--- src/rtl/control_seq.sv ---
// Multi-cycle control sequencer: FETCH -> DECODE -> EXEC -> (MEM) per instruction,
// registered one-cycle control strobes, saturating retire counter, halt and
// sticky memory-timeout error.
module control_seq #(
    parameter int IW          = 9,
    parameter int OPW         = 4,
    parameter int ALUW        = 4,
    parameter int MEM_TIMEOUT = 15,
    parameter int CNTW        = 16
) (
    input  logic            Clk,
    input  logic            Reset_n,
    input  logic [IW-1:0]   instruction,
    input  logic            instr_valid,
    input  logic            mem_ready,
    input  logic            branch_taken,
    output logic            ir_load,
    output logic            pc_en,
    output logic            branchFlag,
    output logic            memToRegFlag,
    output logic            memWriteFlag,
    output logic            memReadFlag,
    output logic            regWriteFlag,
    output logic            immtoRegFlag,
    output logic            putFlag,
    output logic [ALUW-1:0] ALUOp,
    output logic            halted,
    output logic            mem_err,
    output logic [CNTW-1:0] retired
);

    localparam int TW = $clog2(MEM_TIMEOUT + 1);
    localparam logic [TW:0]     TMO_LIM  = (TW+1)'(MEM_TIMEOUT);
    localparam logic [ALUW-1:0] ALU_IDLE = ALUW'(4'b0111);

    typedef enum logic [2:0] {S_FETCH, S_DECODE, S_EXEC, S_MEM, S_HALT} state_t;
    typedef enum logic [3:0] {C_NOP, C_ALU, C_LI, C_LD, C_ST, C_BR, C_JMP, C_HALT, C_PUT} cls_t;

    state_t          state_q, state_d;
    cls_t            cls_q, cls_d;
    logic [TW-1:0]   tmo_q, tmo_d;
    logic [TW:0]     tmo_inc;
    logic [OPW-1:0]  opcode;
    logic            unused_bits;

    logic            ir_load_d, pc_en_d, branch_d, m2r_d, mw_d, mr_d, rw_d, imm_d, put_d;
    logic            halted_d, err_d;
    logic [ALUW-1:0] alu_d;
    logic [CNTW-1:0] retired_d;

    // Only the low four opcode bits select an operation; anything above is don't-care.
    assign opcode      = instruction[OPW:1];
    assign unused_bits = ^instruction[IW-1:OPW+1];
    assign tmo_inc     = {1'b0, tmo_q} + {{TW{1'b0}}, 1'b1};

    function automatic cls_t decode_class(input logic itype, input logic [3:0] op);
        if (itype) return C_PUT;
        case (op)
            4'b0000:                                   return C_LI;
            4'b0001:                                   return C_LD;
            4'b0010:                                   return C_ST;
            4'b0011, 4'b0100, 4'b0101, 4'b0110,
            4'b0111, 4'b1100, 4'b1101:                 return C_ALU;
            4'b1000:                                   return C_JMP;
            4'b1001, 4'b1010, 4'b1011:                 return C_BR;
            4'b1111:                                   return C_HALT;
            default:                                   return C_NOP;
        endcase
    endfunction

    function automatic logic [ALUW-1:0] decode_alu(input logic itype, input logic [3:0] op);
        if (itype) return ALU_IDLE;
        case (op)
            4'b0011: return ALUW'(4'b0101);
            4'b0100: return ALUW'(4'b0110);
            4'b0101: return ALUW'(4'b0001);
            4'b0110: return ALUW'(4'b0010);
            4'b0111: return ALUW'(4'b0000);
            4'b1001: return ALUW'(4'b1010);
            4'b1010: return ALUW'(4'b1000);
            4'b1011: return ALUW'(4'b1001);
            4'b1100: return ALUW'(4'b0011);
            4'b1101: return ALUW'(4'b0100);
            default: return ALU_IDLE;
        endcase
    endfunction

    function automatic logic [CNTW-1:0] sat_inc(input logic [CNTW-1:0] v);
        return (&v) ? v : v + {{(CNTW-1){1'b0}}, 1'b1};
    endfunction

    // Next-state and next-output logic; memory requests, ALUOp and sticky flags hold by default.
    always_comb begin
        state_d   = state_q;
        cls_d     = cls_q;
        tmo_d     = tmo_q;
        alu_d     = ALUOp;
        ir_load_d = 1'b0;
        pc_en_d   = 1'b0;
        branch_d  = 1'b0;
        m2r_d     = 1'b0;
        mw_d      = memWriteFlag;
        mr_d      = memReadFlag;
        rw_d      = 1'b0;
        imm_d     = 1'b0;
        put_d     = 1'b0;
        halted_d  = halted;
        err_d     = mem_err;
        retired_d = retired;
        case (state_q)
            S_FETCH: begin
                if (instr_valid) begin
                    ir_load_d = 1'b1;
                    state_d   = S_DECODE;
                end
            end
            S_DECODE: begin
                cls_d   = decode_class(instruction[0], opcode[3:0]);
                alu_d   = decode_alu(instruction[0], opcode[3:0]);
                state_d = S_EXEC;
            end
            S_EXEC: begin
                state_d = S_FETCH;
                case (cls_q)
                    C_ALU:  begin rw_d = 1'b1; pc_en_d = 1'b1; end
                    C_LI:   begin rw_d = 1'b1; imm_d = 1'b1; pc_en_d = 1'b1; end
                    C_PUT:  begin put_d = 1'b1; pc_en_d = 1'b1; end
                    C_BR:   begin branch_d = branch_taken; pc_en_d = 1'b1; end
                    C_JMP:  begin branch_d = 1'b1; pc_en_d = 1'b1; end
                    C_LD:   begin mr_d = 1'b1; tmo_d = '0; state_d = S_MEM; end
                    C_ST:   begin mw_d = 1'b1; tmo_d = '0; state_d = S_MEM; end
                    C_HALT: begin halted_d = 1'b1; state_d = S_HALT; end
                    default: pc_en_d = 1'b1;
                endcase
            end
            S_MEM: begin
                // A ready arriving on the timeout cycle still completes the access.
                if (mem_ready) begin
                    mr_d    = 1'b0;
                    mw_d    = 1'b0;
                    pc_en_d = 1'b1;
                    if (cls_q == C_LD) begin
                        m2r_d = 1'b1;
                        rw_d  = 1'b1;
                    end
                    state_d = S_FETCH;
                end else if (tmo_inc == TMO_LIM) begin
                    mr_d     = 1'b0;
                    mw_d     = 1'b0;
                    err_d    = 1'b1;
                    halted_d = 1'b1;
                    state_d  = S_HALT;
                end else begin
                    tmo_d = tmo_inc[TW-1:0];
                end
            end
            S_HALT: ;
            default: state_d = S_FETCH;
        endcase
        if (pc_en_d) retired_d = sat_inc(retired);
    end

    // State, decoded-instruction and output registers with synchronous active-low reset.
    always_ff @(posedge Clk) begin
        if (!Reset_n) begin
            state_q      <= S_FETCH;
            cls_q        <= C_NOP;
            tmo_q        <= '0;
            ir_load      <= 1'b0;
            pc_en        <= 1'b0;
            branchFlag   <= 1'b0;
            memToRegFlag <= 1'b0;
            memWriteFlag <= 1'b0;
            memReadFlag  <= 1'b0;
            regWriteFlag <= 1'b0;
            immtoRegFlag <= 1'b0;
            putFlag      <= 1'b0;
            ALUOp        <= ALU_IDLE;
            halted       <= 1'b0;
            mem_err      <= 1'b0;
            retired      <= '0;
        end else begin
            state_q      <= state_d;
            cls_q        <= cls_d;
            tmo_q        <= tmo_d;
            ir_load      <= ir_load_d;
            pc_en        <= pc_en_d;
            branchFlag   <= branch_d;
            memToRegFlag <= m2r_d;
            memWriteFlag <= mw_d;
            memReadFlag  <= mr_d;
            regWriteFlag <= rw_d;
            immtoRegFlag <= imm_d;
            putFlag      <= put_d;
            ALUOp        <= alu_d;
            halted       <= halted_d;
            mem_err      <= err_d;
            retired      <= retired_d;
        end
    end

endmodule

--- config.mk ---
export PLATFORM = sky130hd
export DESIGN_NAME = control_seq
export DESIGN_NICKNAME = d
export VERILOG_FILES = /design/src/rtl/control_seq.sv
export SDC_FILE = /design/constraint.sdc
export NUM_CORES = 1
export LEC_CHECK = 0
export CAP_MARGIN = 25
export CORE_MARGIN = 2
export CORE_UTILIZATION = 45
export DETAILED_ROUTE_END_ITERATION = 10
export DONT_BUFFER_PORTS = 1
export PLACE_DENSITY_LB_ADDON = 0.3
export SLEW_MARGIN = 20
export SYNTH_ARGS = -nofsm -noshare
export SYNTH_HDL_FRONTEND = slang
export SYNTH_SLANG_ARGS = --single-unit
--- constraint.sdc ---
create_clock -name Clk -period 2.6 [get_ports Clk]
set_input_delay 0.26 -clock Clk [delete_from_list [all_inputs] [get_ports Clk]]
set_output_delay 0.26 -clock Clk [all_outputs]
set_load 0.005 [all_outputs]
---- Word level (Yosys, flattened, before mapping) ----
Memories as Yosys holds them, arrays and structs flattened.
Cells that the tools add are included.
storage, ports and cells
  bits in registers ....................... 42
  bits in read-only memories .............. 112
  input bits .............................. 14
  output and inout port bits .............. 31
  word-level logic and storage cells ...... 97
  memories kept ........................... 2
operators by class
  add/subtract/negate cells ............... 2
  equality and inequality tests ........... 22
  multiplexer cells ....................... 36
  bitwise operators ....................... 3
  reduce and logical (&&, ||, !) cells .... 16
memory list
  memory           words  bits a word  rd ports  clocked after Yosys merged registers in  write ports  line  source
  (no name shown)  16     4            1         0                                        0            73    case (op)
  (no name shown)  16     3            1         0                                        0            58    case (op)
operators by type and width
  operator                                                         count
  4-bit 2-to-1 mux                                                 7
  1-bit 2-to-1 mux                                                 17
  16-bit by 1-bit adder with 16-bit output, second input constant  1
  4-bit by 3-bit == test with 1-bit output, second input constant  4
  16-bit AND reduction                                             1
  3-bit case mux with 5 select lines                               1
  2-bit != test, second input constant                             7
  1-bit case mux with 2 select lines                               6
  3-bit AND reduction                                              4
  3-bit 2-to-1 mux                                                 3
  4-bit by 2-bit == test with 1-bit output, second input constant  2
  4-bit case mux with 2 select lines                               1
  2-bit AND reduction                                              4
  4-bit AND reduction                                              2
  3-bit by 2-bit == test with 1-bit output, second input constant  2
  3-bit case mux with 2 select lines                               1
  4-bit by 1-bit adder with 5-bit output, second input constant    1
  5-bit by 4-bit == test with 1-bit output, second input constant  1
  4-bit by 1-bit == test with 1-bit output, second input constant  1
  4-bit == test, second input constant                             1
  2-bit OR reduction                                               2
  3-bit by 1-bit == test with 1-bit output, second input constant  1
  3-bit == test, second input constant                             1
  3-bit logical NOT                                                1
  other kinds (5)                                                  7

---- Depth between registers and ports, before layout ----
Gate-level depths: netlist of the first run.
  word-level depth ........................ 5
  depth in mapped cells ................... 8
  depth with buffers taken out ............ 7

---- Worst setup path after synthesis of the first run ----
No wires, ideal clock.
  kind .................................... register to register
  start ................................... register cls_q[1]
  end ..................................... register retired[8]
  library setup time ...................... 0.128 ns
  arrival time ............................ 1.690 ns
  data required time ...................... 2.472 ns
  setup slack ............................. 0.782 ns
  stages on the path, launching flop included .. 9
  buffers on the path ..................... 2
  clock period less this slack ............ 1.818 ns
  cells stage by stage .................... dfxtp_1 > buf_2 > or3b_4 > a211o_1 > and2_4 > buf_6 > nand4_1 > xor2_1 > nor2_1
on the way
  word-level cells in the longest chain between the ends .. 5
  elaborated cells on any way between the ends .. 7
  those cells by class .................... eq/ne (3); mux (2); reduce/logical (2)
ends and longest elaborated chain
  element                                                                                                      line  source
  start, declared                                                                                              40    cls_t cls_q, cls_d;
  start signal, assigned                                                                                       184   cls_q <= cls_d;
  4-bit by 2-bit == test with 1-bit output / 4-bit by 3-bit == test with 1-bit output (equally long branches)  124   case (cls_q)
  3-bit OR reduction (no line) *                                                                               --
  1-bit 2-to-1 mux *                                                                                           124
  1-bit case mux with 2 select lines *                                                                         110   case (state_q)
  2-bit AND reduction (no line) *                                                                              --
  end signal, assigned                                                                                         198   retired <= retired_d;
  end, declared                                                                                                29    output logic [CNTW-1:0] retired
Every way passes the cells marked *; elsewhere a longest branch is shown, timed or not.
A chain may end at the register's enable or synchronous reset.

---- Final worst setup path of the first run ----
  start ................................... register retired[2]
  end ..................................... register retired[5]
on the way
  word-level cells in the longest chain between the ends .. 3
  elaborated cells on any way between the ends .. 4
  those cells by class .................... add/sub (1); bitwise (1); reduce/logical (2)
ends and longest elaborated chain
  element
  branches (longest 3 deep; another with 16-bit by 1-bit adder with 16-bit output)
Several ways; the timed one is not identified.

==> results of run 1 <==
[cells in the final DEF, fill, tap and decap left out, types with 7 or more instances in the layout]
cell	netlist	final
nor4_1	7	7
nor3_1	11	11
dfxtp_1	42	42
a21oi_1	17	17
ha_1	9	9
nand3_1	9	9
inv_1	9	9
xor2_1	10	10
nor2_1	35	35
nand2_1	27	27
[registers in the layout (all words and copies together), names as in the netlist, 3 cells and up]
register	count
tmo_q	4
retired	16
ALUOp	4
cls_q	4
state_q	3
[layout make-up]
cell class              count  area (um^2)  area share (%)
multi-input cells         197         1210            52.9
flip-flops and latches     42          841            36.6
clock buffers               6         82.6            3.60
well taps                  54         67.6            2.94
inverters                  10         37.5            1.63
clock inverters             1         30.0            1.31
repair buffers              3         22.5           0.981
[stage by stage]
step                util, %  instance area [um^2]  instances  hold WS (ns)
floorplan                 -                  2160        263         0.398
finish                 48.9                  2300        313        0.0511
global route           48.9                  2300        313        0.0504
global placement       46.5                  2180        306         0.341
detailed placement     46.5                  2180        306         0.352
CTS                    48.9                  2300        313        0.0474
[per-layer routing]
metal	track usage (%)	vias to the layer above	routed length [um]	share of wire [%]
met5	0	-	0	0
met4	6.26	0	38	0.85
met3	5.76	5	225	5.0
met2	25.1	40	1960	44
met1	23.5	802	2240	50
li1	-	926	-	-
[cell families after synthesis]
family,count (synthesis),synth area share [%]
flip-flops,42,38.8
AND/OR/NAND/NOR,126,29.8
AO/OA/AOI/OAI,47,14.9
XOR/XNOR,13,5.26
multiplexers,2,0.983
adder cells (fa/ha/maj),9,5.20
buffers and inverters,24,5.03
[worst max-delay path by stage]
stage | startpoint | end | slack (ns) | cells after the start
after floorplan | cls_q[1] | retired[8] | 0.78 | 8
after global placement | retired[2] | retired[3] | 0.58 | 6
after detailed placement | retired[2] | retired[3] | 0.57 | 6
after CTS | retired[2] | retired[5] | 0.56 | 6
after global routing | retired[2] | retired[7] | 0.40 | 6
final | retired[2] | retired[5] | 0.54 | 6
[worst max-delay path: cells and delay by family (launching register included)]
family        cells  cell delay (ns)
xor+xnor          1             0.07
flops             1             0.46
simple gates      5             1.44
[power groups by stage]
stage | Combinational, mW | Clock [mW] | Sequential [mW]
2_1_floorplan | 0.0759 | 0 | 0.675
3_3_place_gp | 0.0707 | 0 | 0.685
3_5_place_dp | 0.0718 | 0 | 0.685
4_1_cts | 0.0722 | 0.540 | 0.670
5_1_grt | 0.0825 | 0.567 | 0.672
6_report | 0.0717 | 0.527 | 0.670
==> results.ini, run 1 <==
[setup_path]
r2r-end=retired[5]
crit_slowest_cell=or4_1
path_cells=and4_1 > nand2_2 > or4_1 > nand4_2 > xnor2_1 > and2_1
worstSetupPathType=flop to flop
arrival_ns=2.26
r2r_start=retired[2]
end_kind=flop
path_max_fanout=8
required_ns=2.79
rr_worst_depth=6
r2r_slack_ns=0.54
critPathMaxStageDelay_ns=0.72
cp-start-kind=flop

[sta]
skew_ns=0.00587
period_needed_ns=2.06
final_max_slew_viol_count=0
setup_violations=0
max_freq_mhz=485
worst_slack_ns=0.538
tns_ns=0
period_share_pct=79.3
hold_viol=0
tightest_slew_ns=0.528
rsz0062_at_grt=false
slew_headroom_pct=64.3

[place]
dp_hpwl_um=3160
gp_congestion=0.819
pre_cts_slack_ns=0.575
port_buffers=0

[global_route]
grt_pass1_wl_um=7360
grt-ovfl-total=0
track_usage_pct=17.2
first_global_vias=1612
grt_max_degree=16
antenna_found_initial=0

[pwr]
power.density_nw_per_um2=553
vdd_drop_max_mv=0.234
swShare_pct=22.0
seq_power_share_pct=52.8
clkPwrFrac_pct=41.5
p_int_uw=990
p_leak_nw=0.830
p_total_mw=1.27
p_comb_share_pct=5.7
p_switching_uw=279

[synth]
yosys_register_bits=42
yosysWarnings=0
yosysMostFrequentCell=dfxtp_1
syn_area_per_cell_um2=8.23
synth_edf_count=0
synth-async-reset-ratio_pct=0
synth_top_area_share_pct=38.8
synth_commonest_cells=dfxtp_1, nor2_1, nand2_1, a21oi_1, nor3_1
netlist_top_cells_area=dfxtp_1, nor2_1, ha_1, nand2_1, xor2_1
syn_nets=286
synth_area_um2=2160
netlist_instances=263
synth_flop_cell=dfxtp_1
ys_seq_area_share_pct=38.8
ys_types=48
synth_top_area_cell=dfxtp_1

[worst_hold_path]
min_from=Reset_n
hold_class=primary input to flop
whs_path_depth=1
hold-path-endpoint=ALUOp[0]

[die]
num_rows=25
core_um2=4690
die_h_um=73.4
die-area_um2=5380
io_pins=45
initial_core_util_pct=46.1
die_w_um=73.4

[clock_network]
htree_levels=2
tritoncts=yes
clk_pin_slew_ns=0.07
postCtsSetupBuffers=0
cts_made_buffers=5
clock_sink_count=42
root_buffer=clkbuf_8
cts_hold_buf=0
cts_max_path_buffers=2
insertion_delay_ns=0.30
cts_resized=0

[layout]
nFillCells=462
areaGrowthSynthToFinish_pct=6.07
antennaDiodeCount=0
layout-drive-gt1-share_pct=7.72
fin_nets=282

[routing]
drc=0
dr.pass1.iters=4
vias=1773
vias_per_cell=5.66
ant_nets=0
first_iter_violations=132
wire_per_inst_um=14.3
wl_um=4470

[flow_run]
max_cap_violations=0

[run_status]
status=finished clean

No activity file was read; power rests on OpenSTA's default activity.
==> run 2: changes to the inputs <==
==> constraint.sdc (replaced) <==
create_clock -name Clk -period 1.9 [get_ports Clk]
set_input_delay 0.19 -clock Clk [delete_from_list [all_inputs] [get_ports Clk]]
set_output_delay 0.19 -clock Clk [all_outputs]
set_load 0.005 [all_outputs]
==> results.ini, run 2 (synthesis results as in run 1) <==
[clock_network]
tritoncts=yes
insertion_delay_ns=0.29  ; about the same
clock_sink_count=42  ; unchanged
htree_levels=2  ; unchanged
root_buffer=clkbuf_8
cts_max_path_buffers=2  ; unchanged
cts_made_buffers=5  ; unchanged
postCtsSetupBuffers=0  ; unchanged
clk_pin_slew_ns=0.08  ; about the same

[layout]
fin_cells=346  ; +11%
areaGrowthSynthToFinish_pct=19.9
top_register=retired
antennaDiodeCount=0  ; unchanged
largest_reg_flops=16  ; unchanged
final_common_cell=dfxtp_1
fin_area_um2=2600  ; +13%
final_cell_mix=dfxtp_1, nor2_1, buf_4
layout-drive-gt1-share_pct=19.2  ; +11 points
fin_nets=314  ; +11%
postLayoutCoreUtil_pct=55.3  ; +6.4 points

[setup_path]
required_ns=2.09  ; -0.70 ns
path_cells=or3b_4 > a2111oi_4 > nor2_1 > a31oi_2 > mux2i_1 > nor2_1
cp-start-kind=flop
crit_slowest_cell=or3b_4
end_kind=flop
arrival_ns=2.02  ; -0.24 ns
crit_top_cell=nor2_1
critPathMaxStageDelay_ns=0.40  ; -0.32 ns
path_max_fanout=5  ; -3
worstSetupPathType=flop to flop

[sta]
tightest_slew_ns=0.413  ; -0.115 ns
setup_violations=0  ; unchanged
period_share_pct=96.7  ; +17 points
hold_viol=0  ; unchanged
rsz0062_at_grt=true
period_needed_ns=1.84  ; -0.225 ns
final_max_slew_viol_count=0  ; unchanged
skew_ns=0.00726  ; +0.00139 ns
max_freq_mhz=544  ; +12%
slew_headroom_pct=72.2  ; +7.9 points

[place]
placed_area_um2=2420  ; +11%
dp.cells=337  ; +10%
gp_congestion=0.848  ; +3.5%
dp_hpwl_um=3550  ; +12%
port_buffers=0  ; unchanged

[die]
die-area_um2=5380  ; unchanged
num_rows=25  ; unchanged
io_pins=45  ; unchanged
die_h_um=73.4  ; unchanged
initial_core_util_pct=46.1  ; unchanged
core_um2=4690  ; unchanged
die_w_um=73.4  ; unchanged

[routing]
dr.pass1.iters=4  ; unchanged
wire_per_inst_um=14.0  ; -1.7%
first_iter_violations=142  ; +7.6%
vias_per_cell=5.62  ; -0.76%
drc=0  ; unchanged
wl_um=4850  ; +8.6%
ant_nets=0  ; unchanged
vias=1945  ; +9.7%

[global_route]
grt_max_degree=15  ; -1
track_usage_pct=19.2  ; +2.0 points
first_global_vias=1759  ; +9.1%
grt-ovfl-total=0  ; unchanged
grt_pass1_wl_um=8160  ; +11%
antenna_found_initial=0  ; unchanged

[pwr]
vdd_drop_max_mv=0.370  ; +58%
p_total_mw=1.90  ; +49%
power.density_nw_per_um2=730  ; +32%
p_leak_nw=1.01  ; +22%

[worst_hold_path]
hold_class=primary input to flop

[run_status]
status=finished clean

[flow_run]
max_cap_violations=0  ; unchanged

-- run 2: through the flow --
step | TNS, ns | hold WS [ns] | worst slack [ns]
final | 0 | 0.0119 | 0.0624
after detailed placement | 0 | 0.282 | 0.0389
after global placement | 0 | 0.272 | 0.0695
after CTS | 0 | 0.000437 | 0.0144
after global routing | -0.0161 | 0.000764 | -0.0161
after floorplan | 0 | 0.328 | 0.0819
-- run 2: cell type report --
| type | instances | area, um^2 |
|---|---|---|
| inverters | 10 | 37.5 |
| well taps | 54 | 67.6 |
| repair buffers | 35 | 265 |
| fillers | 440 | 2100 |
| clock buffers | 6 | 82.6 |
| multi-input cells | 197 | 1240 |
| flip-flops and latches | 42 | 845 |
| clock inverters | 2 | 60.1 |
-- run 2: timing repair --
action                     CTS  global route
hold endpoints to repair     3             0
gates resized for setup      0             6
hold buffers                 1             0
setup endpoints to repair    0            16
-- run 2: worst max-delay path, delay by kind of cell (launching register included) --
| kind | cells | cell delay [ns] |
|---|---|---|
| muxes | 1 | 0.23 |
| DFF | 1 | 0.37 |
| AOI/OAI and AO/OA | 2 | 0.59 |
| and+or+nand+nor | 3 | 0.55 |
-- run 2: layer usage --
metal | wire, um | global-route usage (%) | vias to the layer above
met5 | 0 | 0 | -
met4 | 104 | 7.27 | 0
met3 | 266 | 5.76 | 9
met2 | 2210 | 28.7 | 41
met1 | 2270 | 26.1 | 910
li1 | - | - | 985
-- run 2: where the power goes --
group	leakage [nW]	switching [mW]	total (mW)	internal [mW]
combinational	0.601	0.0729	0.126	0.0534
clock	0.0714	0.303	0.863	0.560
sequential	0.340	0.0134	0.907	0.893
total	1.01	0.389	1.90	1.51
-- run 2: path summary, 6_finish.rpt --
path            start  endpoint  slack, ns  depth (start not counted)
min           Reset_n    halted       0.01                          2
max          cls_q[2]  tmo_q[1]       0.06                          6
min reg2reg    halted    halted       0.47                          2
max reg2reg  cls_q[2]  tmo_q[1]       0.06                          6
==> run 3: changes to the inputs <==
--- a/config.mk
+++ b/config.mk
@@ -10,7 +10,9 @@
 export CORE_UTILIZATION = 45
 export DETAILED_ROUTE_END_ITERATION = 10
 export DONT_BUFFER_PORTS = 1
+export GPL_TIMING_DRIVEN = 0
 export PLACE_DENSITY_LB_ADDON = 0.3
+export REMOVE_ABC_BUFFERS = 1
 export SLEW_MARGIN = 20
 export SYNTH_ARGS = -nofsm -noshare
 export SYNTH_HDL_FRONTEND = slang
==> results.ini, run 3 (synthesis results as in run 1) <==
[setup_path]
arrival_ns=2.00  ; -0.02 ns
crit_start=cls_q[0]
path_max_fanout=4  ; -1
worstSetupPathType=flop to flop
required_ns=2.06  ; -0.03 ns
rr_worst_depth=6  ; unchanged
cp-start-kind=flop
end_kind=flop
r2r_start=cls_q[0]

[die]
die_w_um=73.4  ; unchanged
initial_core_util_pct=46.1  ; unchanged
die_h_um=73.4  ; unchanged
io_pins=45  ; unchanged
num_rows=25  ; unchanged
core_um2=4690  ; unchanged
die-area_um2=5380  ; unchanged

[clock_network]
root_buffer=clkbuf_8
htree_levels=2  ; unchanged
cts_made_buffers=5  ; unchanged
clock_sink_count=42  ; unchanged
insertion_delay_ns=0.29  ; about the same
cts_max_path_buffers=2  ; unchanged
tritoncts=yes
clk_pin_slew_ns=0.08  ; about the same

[sta]
rsz0062_at_grt=true
final_max_slew_viol_count=0  ; unchanged
hold_ws_ns=0.0258  ; +0.0139 ns
tightest_slew_ns=0.824  ; +0.411 ns
max_freq_mhz=541  ; -0.61%
period_share_pct=97.3  ; +0.59 points
skew_ns=0.00862  ; +0.00136 ns
slew_headroom_pct=44.7  ; -28 points
period_needed_ns=1.85  ; +0.0113 ns
hold_viol=0  ; unchanged
setup_violations=0  ; unchanged

[routing]
drc=0  ; unchanged
ant_nets=0  ; unchanged
wl_um=4830  ; -0.39%
vias=1845  ; -5.1%
wire_per_inst_um=15.0  ; +7.0%
vias_per_cell=5.73  ; +1.9%
first_iter_violations=162  ; +14%
dr.pass1.iters=4  ; unchanged

[worst_hold_path]
whs_path_depth=1  ; -1
min_from=Reset_n
hold_class=primary input to flop

[global_route]
antenna_found_initial=0  ; unchanged
grt_max_degree=29  ; +14
first_global_vias=1600  ; -9.0%
grt-ovfl-total=0  ; unchanged
track_usage_pct=17.5  ; -1.7 points
grt_pass1_wl_um=7420  ; -9.0%

[layout]
final_cell_mix=nor2_1, dfxtp_1, nand2_1
top_register=retired
antennaDiodeCount=0  ; unchanged
fin_nets=291  ; -7.3%
largest_reg_flops=16  ; unchanged
areaGrowthSynthToFinish_pct=12.5
final_common_cell=nor2_1
layout-drive-gt1-share_pct=19.0  ; -0.15 points

[place]
gp_congestion=0.812  ; -4.2%
port_buffers=0  ; unchanged
dp_hpwl_um=3110  ; -12%

[run_status]
status=finished clean

[flow_run]
max_cap_violations=0  ; unchanged

[pwr]
p_leak_nw=0.865  ; -15%
p_total_mw=1.56  ; -18%
power.density_nw_per_um2=641  ; -12%
vdd_drop_max_mv=0.357  ; -3.5%

[run 3: critical path: stages (launching register included)]
cell and delay (ns):
dfxtp_4 0.35, or3b_4 0.41, a2111oi_4 0.35, nor2_1 0.09, a31oi_2 0.25, mux2i_1 0.22, nor2_1 0.05
[run 3: per-stage QoR]
stage	setup slack (ns)	setup TNS (ns)	utilization, %	std cells	instance area [um^2]
6_report	0.0511	0	51.9	322	2440
5_1_grt	-0.107	-0.193	51.9	322	2440
4_1_cts	-0.00325	-0.00325	49.8	319	2340
3_5_place_dp	-0.226	-2.40	46.1	303	2160
3_3_place_gp	-0.219	-2.31	46.1	303	2160
2_1_floorplan	0.0244	0	-	249	2090
[run 3: final timing paths]
kind | slack, ns | end
worst max-delay path | 0.05 | tmo_q[1]
worst min-delay path | 0.03 | retired[12]
worst max register to register | 0.05 | tmo_q[1]
worst min register to register | 0.52 | retired[1]
[run 3: report_power, final]
group / internal [mW] / switching (mW)
clock: 0.252 / 0.290
combinational: 0.0456 / 0.0658
sequential: 0.887 / 0.0205
total: 1.19 / 0.376
[run 3: timing repair]
item	in CTS	in global routing
cloned	0	0
endpoints found under the hold margin	4	3
pin swaps	2	5
resized for setup	12	24
endpoints found under the setup margin	18	23
hold buffers	1	1
setup buffers	8	2
[run 3: final cells by class]
type	count	area (um^2)
repair buffers	12	98.8
clock buffers	6	72.6
clock inverters	1	7.51
flip-flops and latches	42	873
multi-input cells	197	1280
inverters	10	37.5
well taps	54	67.6
fillers	450	2260
[run 3: layer usage]
metal / up-vias / track usage, % / routed length (um)
met1: 861 / 23.0 / 2300
li1: 944 / - / -
met3: 2 / 5.08 / 207
met5: - / 0 / 0
met2: 38 / 27.2 / 2280
met4: 0 / 6.46 / 44
